--- src/rtl/slave_ram_reader.sv ---
// ---------------------------------------------------------------------------
// slave_ram_reader
//
// Read-only bus master for the accelerator's external slave memory port.
// Accepts a burst command (base byte address, word count, access size),
// issues one read per word on channel 0 of the slave port, waits for
// Sout_DataRdy[0], and streams each word out with a valid/ready handshake.
// A per-access wait counter aborts the burst with a one-cycle error pulse
// if the memory never answers. A completed burst ends with a one-cycle
// done pulse.
//
// Ports
//   clock, reset            rising-edge clock, asynchronous active-high reset
//   cmd_valid/cmd_ready     command handshake (ready only while idle)
//   cmd_base_addr           byte address of the first word
//   cmd_count               words to read (0 completes immediately)
//   cmd_size                bits per access: 8/16/32/64, anything else = 64
//   S_oe_ram, S_we_ram      per-channel read/write enables (write never used)
//   S_addr_ram              per-channel addresses, channel 0 in the low field
//   S_Wdata_ram             write data, tied to zero
//   S_data_ram_size         per-channel access size, channel 0 in the low field
//   Sout_Rdata_ram          per-channel read data
//   Sout_DataRdy            per-channel read-data valid
//   out_valid/out_ready     read-word stream handshake
//   out_data                read word, zero-extended above cmd_size bits
//   out_last                set on the final word of a command
//   done, error             one-cycle completion / timeout pulses
// ---------------------------------------------------------------------------
module slave_ram_reader #(
    parameter int CHANNELS = 2,
    parameter int ADDR_W   = 9,
    parameter int DATA_W   = 64,
    parameter int SIZE_W   = 7,
    parameter int CNT_W    = 16,
    parameter int TIMEOUT  = 64
) (
    input  logic                         clock,
    input  logic                         reset,
    input  logic                         cmd_valid,
    output logic                         cmd_ready,
    input  logic [ADDR_W-1:0]            cmd_base_addr,
    input  logic [CNT_W-1:0]             cmd_count,
    input  logic [SIZE_W-1:0]            cmd_size,
    output logic [CHANNELS-1:0]          S_oe_ram,
    output logic [CHANNELS-1:0]          S_we_ram,
    output logic [CHANNELS*ADDR_W-1:0]   S_addr_ram,
    output logic [CHANNELS*DATA_W-1:0]   S_Wdata_ram,
    output logic [CHANNELS*SIZE_W-1:0]   S_data_ram_size,
    input  logic [CHANNELS*DATA_W-1:0]   Sout_Rdata_ram,
    input  logic [CHANNELS-1:0]          Sout_DataRdy,
    output logic                         out_valid,
    input  logic                         out_ready,
    output logic [DATA_W-1:0]            out_data,
    output logic                         out_last,
    output logic                         done,
    output logic                         error
);

    localparam int WAIT_W = $clog2(TIMEOUT + 1);

    typedef enum logic [2:0] {
        S_IDLE = 3'd0,
        S_REQ  = 3'd1,
        S_OUT  = 3'd2,
        S_DONE = 3'd3,
        S_ERR  = 3'd4
    } state_t;

    state_t              state_q, state_d;
    logic [ADDR_W-1:0]   addr_q,  addr_d;
    logic [CNT_W-1:0]    cnt_q,   cnt_d;
    logic [SIZE_W-1:0]   size_q,  size_d;
    logic [DATA_W-1:0]   data_q,  data_d;
    logic [WAIT_W-1:0]   wait_q,  wait_d;
    logic [ADDR_W-1:0]   addr_step;

    // Unsupported sizes collapse to a full 64-bit access, so the rest of the
    // block only ever sees one of four legal sizes.
    function automatic logic [SIZE_W-1:0] norm_size(input logic [SIZE_W-1:0] sz);
        if (sz == SIZE_W'(8) || sz == SIZE_W'(16) || sz == SIZE_W'(32)) begin
            return sz;
        end
        return SIZE_W'(64);
    endfunction

    // Keep the low sz bits of the read word, zero everything above.
    function automatic logic [DATA_W-1:0] mask_word(input logic [DATA_W-1:0] d,
                                                    input logic [SIZE_W-1:0] sz);
        logic [DATA_W-1:0] m;
        for (int i = 0; i < DATA_W; i++) begin
            m[i] = (i < int'(sz));
        end
        return d & m;
    endfunction

    // Byte stride between consecutive words; the address wraps silently.
    assign addr_step = ADDR_W'(size_q >> 3);

    // Only channel 0 is ever used; the other channels' returns are ignored.
    logic unused_inputs;
    assign unused_inputs = ^{Sout_Rdata_ram[CHANNELS*DATA_W-1:DATA_W],
                             Sout_DataRdy[CHANNELS-1:1]};

    // State and datapath registers
    always_ff @(posedge clock or posedge reset) begin
        if (reset) begin
            state_q <= S_IDLE;
            addr_q  <= '0;
            cnt_q   <= '0;
            size_q  <= '0;
            data_q  <= '0;
            wait_q  <= '0;
        end else begin
            state_q <= state_d;
            addr_q  <= addr_d;
            cnt_q   <= cnt_d;
            size_q  <= size_d;
            data_q  <= data_d;
            wait_q  <= wait_d;
        end
    end

    // Next-state and register-update logic
    always_comb begin
        state_d = state_q;
        addr_d  = addr_q;
        cnt_d   = cnt_q;
        size_d  = size_q;
        data_d  = data_q;
        wait_d  = wait_q;
        case (state_q)
            S_IDLE: begin
                if (cmd_valid) begin
                    addr_d  = cmd_base_addr;
                    cnt_d   = cmd_count;
                    size_d  = norm_size(cmd_size);
                    wait_d  = '0;
                    state_d = (cmd_count == '0) ? S_DONE : S_REQ;
                end
            end
            S_REQ: begin
                // A response on the final allowed cycle still wins over the abort.
                if (Sout_DataRdy[0]) begin
                    data_d  = mask_word(Sout_Rdata_ram[DATA_W-1:0], size_q);
                    state_d = S_OUT;
                end else if (wait_q == WAIT_W'(TIMEOUT - 1)) begin
                    state_d = S_ERR;
                end else begin
                    wait_d = wait_q + WAIT_W'(1);
                end
            end
            S_OUT: begin
                if (out_ready) begin
                    cnt_d   = cnt_q - CNT_W'(1);
                    addr_d  = addr_q + addr_step;
                    wait_d  = '0;
                    state_d = (cnt_q == CNT_W'(1)) ? S_DONE : S_REQ;
                end
            end
            S_DONE:  state_d = S_IDLE;
            S_ERR:   state_d = S_IDLE;
            default: state_d = S_IDLE;
        endcase
    end

    // Outputs are decoded from state only, so an asynchronous reset clears
    // the request and stream handshakes in the same cycle.
    always_comb begin
        cmd_ready       = (state_q == S_IDLE);
        S_oe_ram        = '0;
        S_addr_ram      = '0;
        S_data_ram_size = '0;
        if (state_q == S_REQ) begin
            S_oe_ram[0]                   = 1'b1;
            S_addr_ram[ADDR_W-1:0]        = addr_q;
            S_data_ram_size[SIZE_W-1:0]   = size_q;
        end
        out_valid = (state_q == S_OUT);
        out_data  = (state_q == S_OUT) ? data_q : '0;
        out_last  = (state_q == S_OUT) && (cnt_q == CNT_W'(1));
        done      = (state_q == S_DONE);
        error     = (state_q == S_ERR);
    end

    assign S_we_ram    = '0;
    assign S_Wdata_ram = '0;

endmodule

--- config.mk ---
export PLATFORM = sky130hd
export DESIGN_NAME = slave_ram_reader
export DESIGN_NICKNAME = d
export VERILOG_FILES = /design/src/rtl/slave_ram_reader.sv
export SDC_FILE = /design/constraint.sdc
export NUM_CORES = 1
export LEC_CHECK = 0
export CAP_MARGIN = 5
export CORE_AREA = 2 2 157 159
export DETAILED_ROUTE_END_ITERATION = 10
export DIE_AREA = 0 0 159 161
export GPL_ROUTABILITY_DRIVEN = 0
export PLACE_DENSITY = 0.67
export SETUP_SLACK_MARGIN = 0.5
export SYNTH_ARGS = -nofsm -noshare
export SYNTH_HDL_FRONTEND = slang
export SYNTH_SLANG_ARGS = --single-unit
--- constraint.sdc ---
create_clock -name clock -period 3.6 [get_ports clock]
set_clock_uncertainty 0.2 [all_clocks]
set_input_delay 0.72 -clock clock [delete_from_list [all_inputs] [get_ports clock]]
set_output_delay 0.72 -clock clock [all_outputs]
set_load 0.005 [all_outputs]
## Word-level counts from Yosys, hierarchy flattened

Index checks and enable logic that the tools add are counted.

| cells by class | value |
|---|---|
| add/sub/neg operators | 3 |
| bitwise operators | 1 |
| reduce and logical (&&, ||, !) cells | 12 |
| magnitude comparators | 64 |
| eq/ne operators | 14 |
| muxes and demuxes | 27 |

Operators by type and width:

| operator | count |
|---|---|
| $lt 6x7->1 const A | 32 |
| $lt 5x7->1 const A | 16 |
| $and 64x64->64 | 1 |
| $mux 64 | 1 |
| $lt 4x7->1 const A | 8 |
| $mux 7 | 7 |
| $mux 16 | 2 |
| $pmux 16 s2 | 1 |
| $lt 3x7->1 const A | 4 |
| $mux 9 | 3 |
| $pmux 7 s3 | 1 |
| $pmux 9 s2 | 1 |
| $eq 16x1->1 const B | 1 |
| $logic_not 16->1 | 1 |
| $sub 16x1->16 const B | 1 |
| $eq 7x6->1 const B | 2 |
| $lt 1x7->1 const A | 2 |
| $lt 2x7->1 const A | 2 |
| $mux 3 | 4 |
| $add 9x4->9 | 1 |
| $pmux 3 s3 | 1 |
| $add 7x1->7 const B | 1 |
| $eq 7x4->1 const B | 1 |
| $eq 7x5->1 const B | 1 |
| 16 further kinds | 26 |

| storage, ports and cells | value |
|---|---|
| input port bits | 166 |
| output and inout port bits | 233 |
| register bits | 106 |

## Logic depth before layout (Yosys ltp)

Gate-level depths: netlist of the first run.

| logic depth | value |
|---|---|
| depth in word-level cells | 7 |
| gate-level depth with buffers | 8 |
| gate-level depth less buffers | 6 |

## Worst setup path after synthesis of the first run

No wires, ideal clock.

| timing | value |
|---|---|
| path type | reg-to-output |
| start point | register state_q[0] |
| end point | output out_data[0] |
| arrival | 1.595 ns |
| buffers on the path | 4 |
| path slack | 1.085 ns |
| stages on the path, launching flop included | 8 |
| cells stage by stage | dfrtp_1 buf_2 or3b_1 buf_2 inv_2 buf_2 clkbuf_1 and2_1 |

| on the way | value |
|---|---|
| word-level cells in the longest chain between the ends | 2 |

Ends and longest elaborated chain:

| item | RTL line | source |
|---|---|---|
| from (decl) | 69 | `state_t state_q, state_d;` |
| from (signal assigned) | 114 | `state_q <= state_d;` |
| $eq 3x2->1 | 179 | `out_data = (state_q == S_OUT) ? data_q : '0;` |
| $mux 64 | 179 |  |
| to (decl) | 53 | `output logic [DATA_W-1:0] out_data,` |

No other way between the ends.

## Worst setup path after layout of the first run

| timing | value |
|---|---|
| start point | register state_q[0] |
| end point | output out_data[49] |

Same word-level chain as after synthesis.

==> run summary, run 1 <==
status -> finished clean
gr ovfl total -> 0
Worst setup SP type -> register
dpl ws -> 0.634 ns
HP Class -> reg -> reg
register share of total power -> 0.371
final core occ -> 0.384
Tmin final -> 3.07 ns
setup slack, reg-to-reg -> 1.14 ns
dpl cell area -> 8730 um2
RSZ-0062 raised after global routing -> true
P_leak -> 0.00403 uW
die area -> 25600 um2
Critical Path Source -> state_q[0]
Switch Pwr -> 2110 uW
# nets final -> 1183
Slowest-stage cell, CP -> clkdlybuf4s50_1
Cells after Synth -> 844
crit-path max cell delay -> 0.53 ns
Max IR drop VDD -> 281 uV
Post-synth EDFFs -> 0
DR vias -> 6219
Detail Placement HPWL -> 15100 um
share of layout cells above drive strength 1 -> 0.0533
Area Growth Syn to Fin -> 30.0%
Fin. Hold Viols -> 0
IO Count -> 399
CTS Sinks -> 106
first-pass GRT wire length -> 32300 um
fmax -> 326 MHz
Antenna Cells -> 0
# port buffers -> 186
drt drc -> 0
Post-synth top flop -> dfrtp_1
Critical Path End -> out_data[49]
Max-Cap Viols -> 0
1st-iter DRT viols -> 375
cts bufs inserted -> 9
reg2reg start -> addr_q[0]
syn avg cell area -> 8.38 um2
leading cell types in the layout, fill and taps excluded -> 183 x clkdlybuf4s50_1, 147 x conb_1, 114 x nand2_1, 103 x dfrtp_1, 83 x and2_1
WL final -> 21500 um
Worst-Margin Slew -> 0.831 ns
die height -> 161 um
r2r endpoint -> addr_q[6]
GRT Total Usage -> 0.159
CTS tree -> yes
Cell Pwr Density -> 596 nW/um2
slew margin rel. -> 0.445
Synth async-reset ratio -> 1.00
Setup violations, final -> 0
Initial Util -> 0.295
Fill cells -> 2443
CP endpoint kind -> primary output
hold slack -> 0.261 ns
clock latency on the worst-skew pair -> 0.35 ns
buffer levels on the longest clock path -> 2
post-route cell area -> 9200 um2
clk slew on worst S/H paths -> 0.09 ns
sequential cell area fraction in the yosys report -> 0.375
Crit path required time -> 2.68 ns
overall die width -> 159 um
initial antenna violation count -> 0
core area -> 24000 um2
Yosys warnings -> 0
Worst Reg-to-Reg Cells -> 6
CP cell instances -> or3b_4 > clkinv_8 > clkbuf_16 > and2_1 > clkdlybuf4s50_1
setup TNS -> 0 ns
Final Cycle Share -> 0.853
cts hold-fix bufs -> 0
row count -> 57
TritonRoute pass-1 iters -> 4
vias per cell -> 4.65
maximum fanout along the worst path -> 8
Sw Ratio -> 0.385
per-cell routed wire length -> 16.0 um
Final ANT Viol Nets -> 0
# H-tree levels -> 3
crit path kind -> reg -> out
cell area after synthesis -> 7070 um2
Slew Limit Fails -> 0
Yosys cell types -> 66
Comb power frac -> 0.446
Clk pwr share -> 0.183
clk root buf -> clkbuf_16
Synth Register Bits -> 106
number of global-route vias before repair -> 5667
Int Pwr -> 3370 uW
largest net degree at the start of global routing -> 107
most common cell after layout, fill and taps aside -> clkdlybuf4s50_1
Final WS setup -> 0.528 ns
Worst Path Arrival -> 2.15 ns
## state kept, by name, indices dropped and copies added, names as in the netlist
name,cells
wait_q,7
addr_q,9
data_q,64
size_q,7
cnt_q,16
state_q,3
## timing repair
| item | 4_1_cts | 5_1_grt |
|---|---|---|
| endpoints found under the setup margin | 66 | 64 |
| gates cloned | 2 | 2 |
| endpoints found under the hold margin | 0 | 0 |
| buffers inserted | 3 | 1 |
| gates resized for setup | 11 | 4 |
## per-stage QoR
stage	instances	total power [uW]
3_3_place_gp	1314	4270
6_report	1338	5480
4_1_cts	1335	5480
2_1_floorplan	990	3490
5_1_grt	1338	5890
3_5_place_dp	1314	4350
## logic make-up (layout without fill, tap and decap cells)
| logic type | count (synthesis) | after routing | share of synthesized area |
|---|---|---|---|
| simple gates | 331 | 331 | 0.239 |
| buf+inv | 210 | 234 | 0.193 |
| compound gates | 184 | 184 | 0.172 |
| flops | 106 | 106 | 0.375 |
| fa+ha+maj | 8 | 8 | 0.0152 |
| xor+xnor | 2 | 2 | 0.00248 |
| mux | 2 | 2 | 0.00283 |
| other cells | 1 | 147 | 0.000530 |
## area by class of cell
type,instances,area (um2),area share
multi-input combinational,674,3620,0.394
sequential,106,2660,0.289
timing repair buffer,209,2170,0.236
tap,324,405,0.0441
clock buffer,9,225,0.0245
clock inverter,7,71.3,0.00776
inverter,9,50.0,0.00544
## worst min-delay path by stage
stage                from          to  slack [ns]  cells past startpoint
6_report       data_q[29]  data_q[29]        0.26                      2
2_1_floorplan  data_q[15]  data_q[15]        0.23                      2
3_3_place_gp   data_q[47]  data_q[47]        0.24                      2
3_5_place_dp    data_q[7]   data_q[7]        0.25                      2
4_1_cts         data_q[7]   data_q[7]        0.27                      2
5_1_grt        data_q[31]  data_q[31]        0.29                      2
## metal layers
metal  part of all wire  GRT usage
met5                  0          0
met4              0.011     0.0339
met3              0.049     0.0275
met2               0.49      0.271
met1               0.45      0.213
## synth_stat cells, types with 5 or more instances
cell type,number,share of area
nor3_1,9,0.0064
a21oi_1,42,0.030
dfrtp_1,106,0.38
nor2_1,39,0.021
nor4_1,10,0.0088
and2_1,83,0.073
buf_2,14,0.0099
or3_1,6,0.0053
o2111ai_1,7,0.0087
inv_1,8,0.0042
a211oi_1,5,0.0053
a32o_1,21,0.030
nand2_1,115,0.061
clkbuf_1,37,0.020
o21ai_0,55,0.039
o22ai_1,5,0.0044
a31oi_1,6,0.0053
nand2b_1,5,0.0044
nand4_1,7,0.0062
a22o_1,5,0.0062
buf_4,147,0.16
nand3_1,26,0.018
and3_1,10,0.0088
a2bb2oi_1,7,0.0087
ha_1,7,0.012
## power by group through the flow
stage | Sequential [uW] | Combinational (uW) | Clock [uW]
2_1_floorplan | 1940 | 1550 | 0
3_3_place_gp | 2050 | 2230 | 0
3_5_place_dp | 2070 | 2280 | 0
4_1_cts | 2030 | 2410 | 1040
5_1_grt | 2100 | 2700 | 1090
6_report | 2030 | 2450 | 1000
## worst max-delay path: cells and delay by family, from the launching register on
kind                   cells  cell delay [ns]
AND/OR/NAND/NOR            2             0.56
buffers and inverters      3             0.82
flip-flops                 1             0.40
Note: power is estimated with default switching activity, not from simulation.
==> inputs of run 2 (changes only) <==
- SLEW_MARGIN: unset -> 30
==> results of run 2 <==
No change in the layout: final DEF, timing and power equal those of run 1.
==> inputs of run 3 (changes only) <==
- CAP_MARGIN: 5 -> 20
==> results of run 3 <==
No change in the layout: final DEF, timing and power equal those of run 1.
